**src/rtl/counter_bank_pkg.sv**
```systemverilog
// Shared types and helpers for the parametrised event-counter bank.
// Imported by the counter cells and by the bank top level.
package counter_bank_pkg;

    typedef enum logic {
        MODE_WRAP     = 1'b0,
        MODE_SATURATE = 1'b1
    } mode_e;

    typedef enum logic {
        IDLE    = 1'b0,
        READOUT = 1'b1
    } state_e;

    // A single-channel bank still needs a one-bit channel index.
    function automatic int unsigned chan_idx_w(input int unsigned n);
        return (n <= 2) ? 1 : $clog2(n);
    endfunction

endpackage

```
**src/rtl/counter_cell.sv**
```systemverilog
// One event counter with a sticky overflow flag.
// Clear has priority over increment; overflow either wraps or saturates.
module counter_cell
    import counter_bank_pkg::*;
#(
    parameter int unsigned WIDTH      = 8,
    parameter mode_e       MODE       = MODE_WRAP,
    parameter logic [31:0] INIT_VALUE = 32'd0
) (
    input  logic             clk,
    input  logic             rst_n,
    input  logic             inc,
    input  logic             clear,
    output logic [WIDTH-1:0] count,
    output logic             ovf
);

    localparam logic [WIDTH-1:0] INIT = INIT_VALUE[WIDTH-1:0];
    localparam logic [WIDTH-1:0] ALL_ONES = '1;

    // NOTE: state registers use non-blocking assignments so every cell
    // samples the same pre-edge values, regardless of process order.
    always_ff @(posedge clk) begin
        if (!rst_n) begin
            count <= INIT;
            ovf   <= 1'b0;
        end else if (clear) begin
            count <= INIT;
            ovf   <= 1'b0;
        end else if (inc) begin
            if (count == ALL_ONES) begin
                ovf   <= 1'b1;
                count <= (MODE == MODE_SATURATE) ? ALL_ONES : '0;
            end else begin
                count <= count + 1'b1;
            end
        end
    end

endmodule

```
**src/rtl/param_counter_bank.sv**
```systemverilog
// Multi-channel event-counter bank with a snapshot-and-stream readout.
// Shadow registers freeze all counters at snap_start; beats stream out under rd_valid/rd_ready.
module param_counter_bank
    import counter_bank_pkg::*;
#(
    parameter int unsigned NUM_CHANNELS   = 4,
    parameter int unsigned WIDTH          = 8,
    parameter mode_e       MODE           = MODE_WRAP,
    parameter logic [31:0] INIT_VALUE     = 32'd0,
    parameter bit          SOME_BIT_PARAM = 1'b1
) (
    input  logic                                 clk,
    input  logic                                 rst_n,
    input  logic [NUM_CHANNELS-1:0]              inc,
    input  logic [NUM_CHANNELS-1:0]              clear,
    input  logic                                 snap_start,
    output logic                                 snap_busy,
    output logic                                 snap_done,
    output logic                                 rd_valid,
    input  logic                                 rd_ready,
    output logic [chan_idx_w(NUM_CHANNELS)-1:0]  rd_chan,
    output logic [WIDTH-1:0]                     rd_data,
    output logic                                 rd_ovf,
    output logic [NUM_CHANNELS-1:0]              ovf
);

    localparam int unsigned IDX_W = chan_idx_w(NUM_CHANNELS);

    logic [WIDTH-1:0] count [NUM_CHANNELS];

    for (genvar i = 0; i < NUM_CHANNELS; i++) begin : g_cell
        counter_cell #(
            .WIDTH      (WIDTH),
            .MODE       (MODE),
            .INIT_VALUE (INIT_VALUE)
        ) u_cell (
            .clk   (clk),
            .rst_n (rst_n),
            .inc   (inc[i]),
            .clear (clear[i]),
            .count (count[i]),
            .ovf   (ovf[i])
        );
    end

    if (SOME_BIT_PARAM) begin : g_snap
        localparam logic [IDX_W-1:0] LAST_IDX = IDX_W'(NUM_CHANNELS - 1);

        state_e                  state_q, state_d;
        logic [IDX_W-1:0]        idx_q, idx_d;
        logic                    done_q, done_d;
        logic                    capture;
        logic [WIDTH-1:0]        shadow_cnt [NUM_CHANNELS];
        logic [NUM_CHANNELS-1:0] shadow_ovf;

        always_ff @(posedge clk) begin
            if (!rst_n) begin
                state_q <= IDLE;
                idx_q   <= '0;
                done_q  <= 1'b0;
            end else begin
                state_q <= state_d;
                idx_q   <= idx_d;
                done_q  <= done_d;
            end
        end

        // NOTE: the shadow array is deliberately not reset; it is only
        // observable while READOUT, which always starts with a fresh capture.
        always_ff @(posedge clk) begin
            if (capture) begin
                shadow_cnt <= count;
                shadow_ovf <= ovf;
            end
        end

        always_comb begin
            state_d = state_q;
            idx_d   = idx_q;
            done_d  = 1'b0;
            capture = 1'b0;
            unique case (state_q)
                IDLE: begin
                    if (snap_start) begin
                        capture = 1'b1;
                        state_d = READOUT;
                        idx_d   = '0;
                    end
                end
                READOUT: begin
                    if (rd_ready) begin
                        if (idx_q == LAST_IDX) begin
                            state_d = IDLE;
                            idx_d   = '0;
                            done_d  = 1'b1;
                        end else begin
                            idx_d = idx_q + 1'b1;
                        end
                    end
                end
                default: state_d = IDLE;
            endcase
        end

        // Readout outputs are gated so they read as zero outside READOUT.
        assign rd_valid  = (state_q == READOUT);
        assign snap_busy = rd_valid;
        assign snap_done = done_q;
        assign rd_chan   = rd_valid ? idx_q : '0;
        assign rd_data   = rd_valid ? shadow_cnt[idx_q] : '0;
        assign rd_ovf    = rd_valid & shadow_ovf[idx_q];
    end else begin : g_no_snap
        assign rd_valid  = 1'b0;
        assign snap_busy = 1'b0;
        assign snap_done = 1'b0;
        assign rd_chan   = '0;
        assign rd_data   = '0;
        assign rd_ovf    = 1'b0;
    end

endmodule

```
**config.mk**
```make
export PLATFORM = sky130hd
export DESIGN_NAME = param_counter_bank
export DESIGN_NICKNAME = d
export VERILOG_FILES = /design/src/rtl/counter_bank_pkg.sv /design/src/rtl/counter_cell.sv /design/src/rtl/param_counter_bank.sv
export SDC_FILE = /design/constraint.sdc
export NUM_CORES = 1
export LEC_CHECK = 0
export BUFFER_PORTS_ARGS = -buffer_cell sky130_fd_sc_hd__buf_2
export CORE_ASPECT_RATIO = 1.5
export CORE_UTILIZATION = 58
export DETAILED_ROUTE_END_ITERATION = 7
export PLACE_DENSITY = 0.78
export SYNTH_ARGS = -nofsm -noshare
export SYNTH_HDL_FRONTEND = slang
export SYNTH_SLANG_ARGS = --single-unit
```
**constraint.sdc**
```tcl
create_clock -name clk -period 3.05 [get_ports clk]
set_input_delay 0.1525 -clock clk [delete_from_list [all_inputs] [get_ports clk]]
set_output_delay 0.1525 -clock clk [all_outputs]
set_load 0.05 [all_outputs]
```
==> impl_metrics.env, run 1 <==
export IMPL_htree_levels=3
export IMPL_hold_violations=0
export IMPL_drc=0
export IMPL_critical_path_buf_inv_count=1
export IMPL_cts_root_buf="clkbuf_8"
export IMPL_ys_async_sr_fraction_pct=0
export IMPL_wl_um=5700
export IMPL_hold_class="input pin to flop"
export IMPL_grt_overflow=0
export IMPL_synth_seq_area_share_pct=59.5
export IMPL_synth_fa_ha_area_share_pct=1.98
export IMPL_drive_gt1_share_pct=19.7
export IMPL_cp_top_family="flip-flops"
export IMPL_synth_mux_area_share_pct=7.99
export IMPL_initial_core_util_pct=60.8
export IMPL_vias=2096
export IMPL_yosysMostFrequentCell="dfxtp_1"
export IMPL_rsz0062_at_grt="false"
export IMPL_path_max_fanout=13
export IMPL_cts_tree="yes"
export IMPL_syn2layout_area_growth_pct=12.1
export IMPL_leakage_uw=0.00128
export IMPL_std_cell_rows=32
export IMPL_critical_path_class="flop to output port"
export IMPL_synthCells=259
export IMPL_worst_setup_path_end_kind="output port"
export IMPL_holdWs_ns=0.0817
export IMPL_synthDominantCellAreaShare_pct=34.2
export IMPL_vdd_drop_max_mv=0.549
export IMPL_fin_crit_sh_pct=72.3
export IMPL_grt_pass1_vias=1990
export IMPL_fin_crit_ns=2.21
export IMPL_arrival_ns=2.05
export IMPL_cts_made_buffers=9
export IMPL_ctsHoldBuffers=0
export IMPL_synth_compound_area_share_pct=7.99
export IMPL_clk_pin_slew_ns=0.08
export IMPL_clk_latency_ns=0.34
export IMPL_ctsLongestPathBuffers=2
export IMPL_ys_flop_type="dfxtp_1"
export IMPL_cts_resized_gates=0
export IMPL_fin_cells=362
export IMPL_globalplace_congestion=0.831
export IMPL_synth_distinct_cells=36
export IMPL_postCtsSetupBuffers=0
export IMPL_cap_violations=0
export IMPL_outcome="finished clean"
export IMPL_synth_top_family_by_area="simple AND/OR/NAND/NOR gates"
export IMPL_track_usage_pct=22.5
export IMPL_grt_pass1_wl_um=9580
export IMPL_fin_skew_ns=0.0112
export IMPL_slew_violations=0
export IMPL_cts_sinks=76
export IMPL_tightest_slew_ns=0.662
export IMPL_ys_ff_latch=76
export IMPL_portBuffers=29
export IMPL_wl_per_cell_um=15.7
export IMPL_ant_nets=0
export IMPL_syn_cell_area_um2=3160
export IMPL_synth_simple_gate_area_share_pct=16.4
export IMPL_antenna_found_initial=0
export IMPL_drtIter0Drc=107
export IMPL_max_slew_margin_pct=55.8
export IMPL_firstDrtPassIters=4
export IMPL_dp_cells=346
export IMPL_fin_tns_setup_ns=0
export IMPL_num_antenna_cells=0
export IMPL_via_per_inst=5.79
export IMPL_synthTopCellsByArea="edfxtp_1 34%, dfxtp_1 25%, mux4_2 6.4%"
export IMPL_critical_path_cell_chain="mux4_2 -> and2_1 -> buf_2"
export IMPL_cp_slowest_cell="dfxtp_1"
export IMPL_critical_path_max_stage_delay_ns=0.75
export IMPL_synth_area_leader_cell="edfxtp_1"
export IMPL_die_w_um=62.3
export IMPL_chipHeight_um=92.5
export IMPL_core_area_um2=5200
export IMPL_dieArea_um2=5760
export IMPL_powerDensity_nw_per_um2=564
export IMPL_synth_xor_area_share_pct=3.60
export IMPL_dp_hpwl_um=4150
export IMPL_ys_warn_count=0
export IMPL_worstPathRequired_ns=2.90
export IMPL_fmax_mhz=453
export IMPL_syn_avg_cell_area_um2=12.2
export IMPL_finalSetupViolations=0
export IMPL_worstSetupStartpointType="flop"
export IMPL_pin_count=30
export IMPL_nets=306
export IMPL_synth_edf_count=36
export IMPL_grt_max_degree=37
export IMPL_synthesis_nets=276
export IMPL_synth_common_cells="40 x dfxtp_1, 36 x edfxtp_1, 23 x nor2_1, 16 x o21ai_0, 15 x nand2_1"
[where the power goes]
part	switching, µW	internal (µW)	total [µW]
registers	22.6	1090	1120
clock network	352	424	777
logic	69.5	40.6	110
[flip-flops by register name, indices dropped and copies added, names as in the netlist]
| signal | flops |
|---|---|
| g_cell.u_cell.count | 32 |
| g_cell.u_cell.ovf | 4 |
| g_snap.idx_q | 2 |
| g_snap.shadow_cnt | 32 |
| g_snap.shadow_ovf | 4 |
| rd_valid | 1 |
| snap_done | 1 |
[cell usage in the layout, fill, tap and decap left out, types with 2 or more instances in the layout]
cell type and n:
o21a_1 4, nand3_1 5, nor2b_1 5, o211ai_1 3
a211oi_1 3, clkbuf_8 9, and2_1 11, nand4b_1 3
mux4_2 9, nand4_1 9, mux2i_1 5, xor2_1 9
or4_1 3, buf_2 29, inv_1 4, edfxtp_1 36
clkinv_2 2, nand2b_1 4, xnor2_1 4, a21oi_1 8
nor2_1 23, or3_1 8, dfxtp_1 40, a31oi_1 4
clkinv_4 2, o21ai_0 16, nand2_1 15, ha_1 5
nand4_2 3
[per-layer routing]
| layer | routed length (µm) | GRT usage, % | part of all wire [%] |
|---|---|---|---|
| met4 | 158 | 12.4 | 2.8 |
| met2 | 2930 | 38.3 | 51 |
| met3 | 236 | 4.80 | 4.1 |
| met1 | 2380 | 26.3 | 42 |
| met5 | 0 | 0 | 0 |
[final timing paths]
kind	startpoint	to	slack [ns]	cells after the start
worst min-delay path	inc[0]	g_cell[0].u_cell.count[0]	0.08	2
worst max register to register	g_cell[1].u_cell.count[0]	g_cell[1].u_cell.count[6]	1.49	4
worst min register to register	g_cell[1].u_cell.ovf	g_snap.shadow_ovf[1]	0.46	0
worst max-delay path	g_snap.idx_q[0]	rd_data[1]	0.84	3
[cell type report]
type / instances / area, µm²
clock buffers: 10 / 149
clock inverters: 6 / 61.3
fillers: 408 / 1660
repair buffers: 30 / 153
inverters: 4 / 15.0
well taps: 68 / 85.1
flip-flops and latches: 76 / 1880
multi-input cells: 168 / 1200
[through the flow]
step | power (µW) | cell area, µm² | util (%) | setup slack, ns
2_1_floorplan | 1210 | 3160 | - | 0.263
3_3_place_gp | 1250 | 3340 | 64.1 | 1.27
3_5_place_dp | 1250 | 3340 | 64.1 | 1.19
4_1_cts | 2020 | 3550 | 68.2 | 0.800
5_1_grt | 2070 | 3550 | 68.2 | 0.714
6_report | 2000 | 3550 | 68.2 | 0.845
[cells by family (layout without fill, tap and decap cells)]
logic type,count (synthesis),after routing
multiplexers,14,14
buffers and inverters,15,50
AO/OA/AOI/OAI,42,42
AND/OR/NAND/NOR,94,94
adder cells (fa/ha/maj),5,5
flip-flops,76,76
XOR/XNOR,13,13
No activity file was read; power rests on OpenSTA's default activity.
==> inputs of run 2 (changes only) <==
--- a/config.mk
+++ b/config.mk
@@ -7,9 +7,9 @@
 export LEC_CHECK = 0
 export BUFFER_PORTS_ARGS = -buffer_cell sky130_fd_sc_hd__buf_2
 export CORE_ASPECT_RATIO = 1.5
-export CORE_UTILIZATION = 58
+export CORE_UTILIZATION = 52
 export DETAILED_ROUTE_END_ITERATION = 7
-export PLACE_DENSITY = 0.78
+export PLACE_DENSITY = 0.74
 export SYNTH_ARGS = -nofsm -noshare
 export SYNTH_HDL_FRONTEND = slang
 export SYNTH_SLANG_ARGS = --single-unit
==> constraint.sdc (replaced) <==
create_clock -name clk -period 2 [get_ports clk]
set_input_delay 0.1 -clock clk [delete_from_list [all_inputs] [get_ports clk]]
set_output_delay 0.1 -clock clk [all_outputs]
set_load 0.05 [all_outputs]
==> run 2 against run 1 <==
Flip-flop and latch count unchanged. Largest power group unchanged. Non-clock buffer count up 2. Core utilization down 7.0 points.
==> impl_metrics.env, run 2 (synthesis gave the netlist of run 1 again) <==
export IMPL_arrival_ns=1.76
export IMPL_max_slew_margin_pct=62.3
export IMPL_wl_per_cell_um=15.1
export IMPL_portBuffers=29
export IMPL_fin_skew_ns=0.0124
export IMPL_grt_pass1_vias=1900
export IMPL_finalSetupViolations=0
export IMPL_ctsLongestPathBuffers=2
export IMPL_hold_class="input pin to flop"
export IMPL_dp_hpwl_um=4150
export IMPL_critical_path_max_stage_delay_ns=0.52
export IMPL_die_w_um=65.7
export IMPL_cts_resized_gates=0
export IMPL_worstPathRequired_ns=1.90
export IMPL_worstSetupStartpointType="flop"
export IMPL_nets=308
export IMPL_initial_core_util_pct=54.3
export IMPL_outcome="finished clean"
export IMPL_pin_count=30
export IMPL_cts_tree="yes"
export IMPL_cp_endpoint="rd_data[7]"
export IMPL_rsz0062_at_grt="false"
export IMPL_final_area_um2=3570
export IMPL_drtIter0Drc=146
export IMPL_holdWs_ns=0.0141
export IMPL_r2r_end="g_cell[0].u_cell.count[6]"
export IMPL_dpl_instance_area_um2=3360
export IMPL_rr_startpoint="g_cell[0].u_cell.count[0]"
export IMPL_path_max_fanout=13
export IMPL_drc=0
export IMPL_hold_start="inc[0]"
export IMPL_r2r_cells=4
export IMPL_fin_tns_setup_ns=0
export IMPL_num_antenna_cells=0
export IMPL_vdd_drop_max_mv=0.522
export IMPL_powerDensity_nw_per_um2=843
export IMPL_ant_nets=0
export IMPL_wl_um=5570
export IMPL_core_area_um2=5830
export IMPL_rrSetupSlack_ns=0.43
export IMPL_cts_root_buf="clkbuf_8"
export IMPL_final_common_cell="dfxtp_1"
export IMPL_slew_violations=0
export IMPL_hold_violations=0
export IMPL_drive_gt1_share_pct=20.3
export IMPL_syn2layout_area_growth_pct=12.7
export IMPL_multi_input_area_um2=1210
export IMPL_worst_setup_path_end_kind="output port"
export IMPL_largest_registers="g_cell.u_cell.count: 32 flops, g_snap.shadow_cnt: 32 flops"
export IMPL_clk_pin_slew_ns=0.09
export IMPL_fin_crit_ns=1.86
export IMPL_fin_crit_sh_pct=93.0
export IMPL_tightest_slew_ns=0.564
export IMPL_cts_sinks=76
export IMPL_cts_made_buffers=9
export IMPL_antenna_found_initial=0
export IMPL_grt_max_degree=37
export IMPL_critical_path_class="flop to output port"
export IMPL_grt_overflow=0
export IMPL_postCtsSetupBuffers=0
export IMPL_globalplace_congestion=0.780
export IMPL_vias=2086
export IMPL_std_cell_rows=34
export IMPL_critical_path_cell_chain="buf_4 -> mux4_2 -> and2_1 -> buf_2"
export IMPL_firstDrtPassIters=4
export IMPL_grt_pass1_wl_um=9150
export IMPL_register_area_um2=1880
export IMPL_htree_levels=3
export IMPL_power_total_uw=3010
export IMPL_via_per_inst=5.67
export IMPL_dieArea_um2=6410
export IMPL_chipHeight_um=97.5
export IMPL_cp_slowest_cell="mux4_2"
export IMPL_track_usage_pct=19.4
export IMPL_cap_violations=0
export IMPL_leakage_uw=0.00129
export IMPL_fmax_mhz=538
export IMPL_clk_latency_ns=0.35
export IMPL_final_cell_mix="40 x dfxtp_1, 36 x edfxtp_1, 29 x buf_2"
export IMPL_num_fill_cells=459
export IMPL_cp_startpoint="g_snap.idx_q[0]"
==> run 2: per-stage QoR <==
| stage | instances | setup WS, ns | util [%] |
|---|---|---|---|
| after CTS | 368 | 0.110 | 61.2 |
| final | 368 | 0.141 | 61.2 |
| after floorplan | 259 | 0.248 | - |
| after detailed placement | 351 | 0.473 | 57.6 |
| after global routing | 368 | 0.0445 | 61.2 |
| after global placement | 351 | 0.499 | 57.6 |
==> run 2: where the power goes <==
| group | internal, µW | leakage [µW] | switching [µW] |
|---|---|---|---|
| Combinational | 65.4 | 0.000500 | 112 |
| Clock | 572 | 0.000106 | 563 |
| Sequential | 1670 | 0.000682 | 28.8 |
| Total | 2300 | 0.00129 | 703 |
==> run 2: per-layer routing <==
metal	vias to the layer above	global-route usage, %	part of all wire, %
li1	1028	-	-
met1	998	22.9	42
met2	49	31.6	51
met3	11	4.69	4.0
met4	0	10.9	3.4
met5	-	0	0
==> run 2: worst min-delay path by stage <==
stage                                            to  cells after the start
after detailed placement                   rd_valid                      2
after floorplan           g_cell[0].u_cell.count[0]                      1
after global placement                     rd_valid                      2
after CTS                 g_cell[0].u_cell.count[0]                      2
after global routing      g_cell[0].u_cell.count[0]                      2
final                     g_cell[0].u_cell.count[0]                      2
==> run 2: final cells by class <==
type                    instances  area share, %
multi-input cells             168           33.9
repair buffers                 32           4.77
inverters                       4          0.421
clock inverters                 5           1.09
flip-flops and latches         76           52.8
well taps                      72           2.53
clock buffers                  11           4.56
==> run 2: timing repair <==
item | CTS | global route
hold buffers | 1 | 0
setup endpoints to repair | 0 | 0
endpoints found under the hold margin | 1 | 0
==> run 2: critical path: cells and delay by family, from the launching register on <==
family,cells,cell delay (ns)
buffers and inverters,2,0.42
muxes,1,0.52
DFF,1,0.31
and+or+nand+nor,1,0.16
==> inputs of run 3 (changes only) <==
--- a/config.mk
+++ b/config.mk
@@ -9,6 +9,7 @@
 export CORE_ASPECT_RATIO = 1.5
 export CORE_UTILIZATION = 52
 export DETAILED_ROUTE_END_ITERATION = 7
+export HOLD_SLACK_MARGIN = 0.05
 export PLACE_DENSITY = 0.74
 export SYNTH_ARGS = -nofsm -noshare
 export SYNTH_HDL_FRONTEND = slang
==> run 3 against run 2 <==
Global-route usage up 0.39 points. Core utilization grew 1.4 points. First-iteration DRC count is 4.8% higher. Total power is 0.29% higher. Wire length rose by 1.5%. Critical path type unchanged. Critical endpoint unchanged. Largest cell class unchanged.
==> impl_metrics.env, run 3 (synthesis gave the netlist of run 1 again) <==
export IMPL_outcome="finished clean"
export IMPL_final_cell_mix="40 x dfxtp_1, 36 x edfxtp_1, 29 x buf_2"
export IMPL_arrival_ns=1.76
export IMPL_path_max_fanout=13
export IMPL_fmax_mhz=538
export IMPL_worst_setup_path_end_kind="output port"
export IMPL_syn2layout_area_growth_pct=15.3
export IMPL_worstPathRequired_ns=1.90
export IMPL_rr_startpoint="g_cell[0].u_cell.count[0]"
export IMPL_cts_sinks=76
export IMPL_wl_per_cell_um=15.0
export IMPL_whs_endpoint="rd_valid"
export IMPL_num_fill_cells=455
export IMPL_largest_registers="g_cell.u_cell.count: 32 flops, g_snap.shadow_cnt: 32 flops"
export IMPL_dp_cells=351
export IMPL_cts_tree="yes"
export IMPL_critical_path_cell_chain="buf_4 -> mux4_2 -> and2_1 -> buf_2"
export IMPL_wl_um=5650
export IMPL_track_usage_pct=19.8
export IMPL_via_per_inst=5.65
export IMPL_vias=2126
export IMPL_cp_top_family="multiplexers"
export IMPL_cap_violations=0
export IMPL_worstSetupStartpointType="flop"
export IMPL_grt_max_degree=37
export IMPL_cp_slowest_cell="mux4_2"
export IMPL_cp_startpoint="g_snap.idx_q[0]"
export IMPL_final_common_cell="dfxtp_1"
export IMPL_grt_util_met1_pct=23.3
export IMPL_std_cell_rows=34
export IMPL_slew_violations=0
export IMPL_finalSetupViolations=0
export IMPL_die_w_um=65.7
export IMPL_powerDensity_nw_per_um2=827
export IMPL_core_area_um2=5830
export IMPL_globalplace_congestion=0.780
export IMPL_grt_pass1_vias=1959
export IMPL_initial_core_util_pct=54.3
export IMPL_max_slew_margin_pct=62.3
export IMPL_grt_overflow=0
export IMPL_ant_nets=0
export IMPL_cts_made_buffers=9
export IMPL_fin_crit_sh_pct=92.9
export IMPL_rrSetupSlack_ns=0.39
export IMPL_dp_hpwl_um=4150
export IMPL_dieArea_um2=6410
export IMPL_hold_violations=0
export IMPL_drc=0
export IMPL_chipHeight_um=97.5
export IMPL_whs_path_depth=3
export IMPL_fin_cells=376
export IMPL_fin_crit_ns=1.86
export IMPL_fin_skew_ns=0.0103
export IMPL_grt_pass1_wl_um=9350
export IMPL_fin_tns_setup_ns=0
export IMPL_nets=316
export IMPL_tightest_slew_ns=0.564
export IMPL_top_usage_layer="met2"
export IMPL_clk_pin_slew_ns=0.08
export IMPL_grt_util_met3_pct=4.69
export IMPL_num_antenna_cells=0
export IMPL_leakage_uw=0.00132
export IMPL_holdWs_ns=0.103
export IMPL_firstDrtPassIters=4
export IMPL_drive_gt1_share_pct=19.7
export IMPL_r2r_cells=5
export IMPL_ctsLongestPathBuffers=2
export IMPL_cts_root_buf="clkbuf_8"
export IMPL_pin_count=30
export IMPL_clk_latency_ns=0.34
export IMPL_r2r_end="g_cell[0].u_cell.count[0]"
export IMPL_antenna_found_initial=0
export IMPL_portBuffers=29
export IMPL_critical_path_buf_inv_count=2
export IMPL_vdd_drop_max_mv=0.522
export IMPL_critical_path_max_stage_delay_ns=0.52
export IMPL_hold_class="input pin to flop"
export IMPL_critical_path_class="flop to output port"
export IMPL_grtUsageMet2_pct=32.3
export IMPL_rsz0062_at_grt="false"
export IMPL_drtIter0Drc=153
export IMPL_htree_levels=3
export IMPL_hold_start="snap_start"
export IMPL_cts_resized_gates=0
[run 3: how the worst max path moves through the flow]
stage,end,cells past startpoint,slack [ns]
2_1_floorplan,rd_data[0],3,0.25
3_3_place_gp,g_cell[0].u_cell.count[6],4,0.50
3_5_place_dp,g_cell[0].u_cell.count[6],4,0.47
4_1_cts,rd_data[7],4,0.11
5_1_grt,rd_data[1],4,0.04
6_report,rd_data[7],4,0.14
[run 3: through the flow]
stage          area (µm²)  total power, µW  util [%]  worst slack [ns]
2_1_floorplan        3170             1850         -             0.248
3_3_place_gp         3360             1900      57.6             0.499
3_5_place_dp         3360             1910      57.6             0.473
4_1_cts              3650             3040      62.6             0.110
5_1_grt              3650             3130      62.6            0.0445
6_report             3650             3020      62.6             0.143
[run 3: layout make-up]
| type | count | area (µm²) | share of cell area (%) |
|---|---|---|---|
| Inverter | 4 | 15.0 | 0.412 |
| Clock inverter | 5 | 38.8 | 1.06 |
| Clock buffer | 11 | 163 | 4.46 |
| Sequential cell | 76 | 1880 | 51.6 |
| Multi-Input combinational cell | 168 | 1210 | 33.1 |
| Timing Repair Buffer | 40 | 250 | 6.86 |
| Tap cell | 72 | 90.1 | 2.47 |
[run 3: power by group]
| part | leakage, µW | total, µW | internal (µW) | switching, µW |
|---|---|---|---|---|
| combinational | 0.000536 | 189 | 75.4 | 114 |
| sequential | 0.000682 | 1700 | 1670 | 28.8 |
| clock | 0.000106 | 1130 | 572 | 559 |
| total | 0.00132 | 3020 | 2310 | 702 |
[run 3: tightest hold or removal path, cell delays in order]
cell and delay, ns:
buf_2 0.12, o21ai_0 0.14, a31oi_1 0.04
[run 3: layer usage]
layer / vias up / part of all wire (%)
met4: 0 / 3.5
met1: 1004 / 40
met2: 63 / 51
met3: 15 / 4.9
met5: - / 0
li1: 1044 / -
[run 3: repair_timing]
action,CTS,global route
hold buffers,9,0
hold endpoints to repair,8,0
endpoints found under the setup margin,0,0
setup buffers,0,0
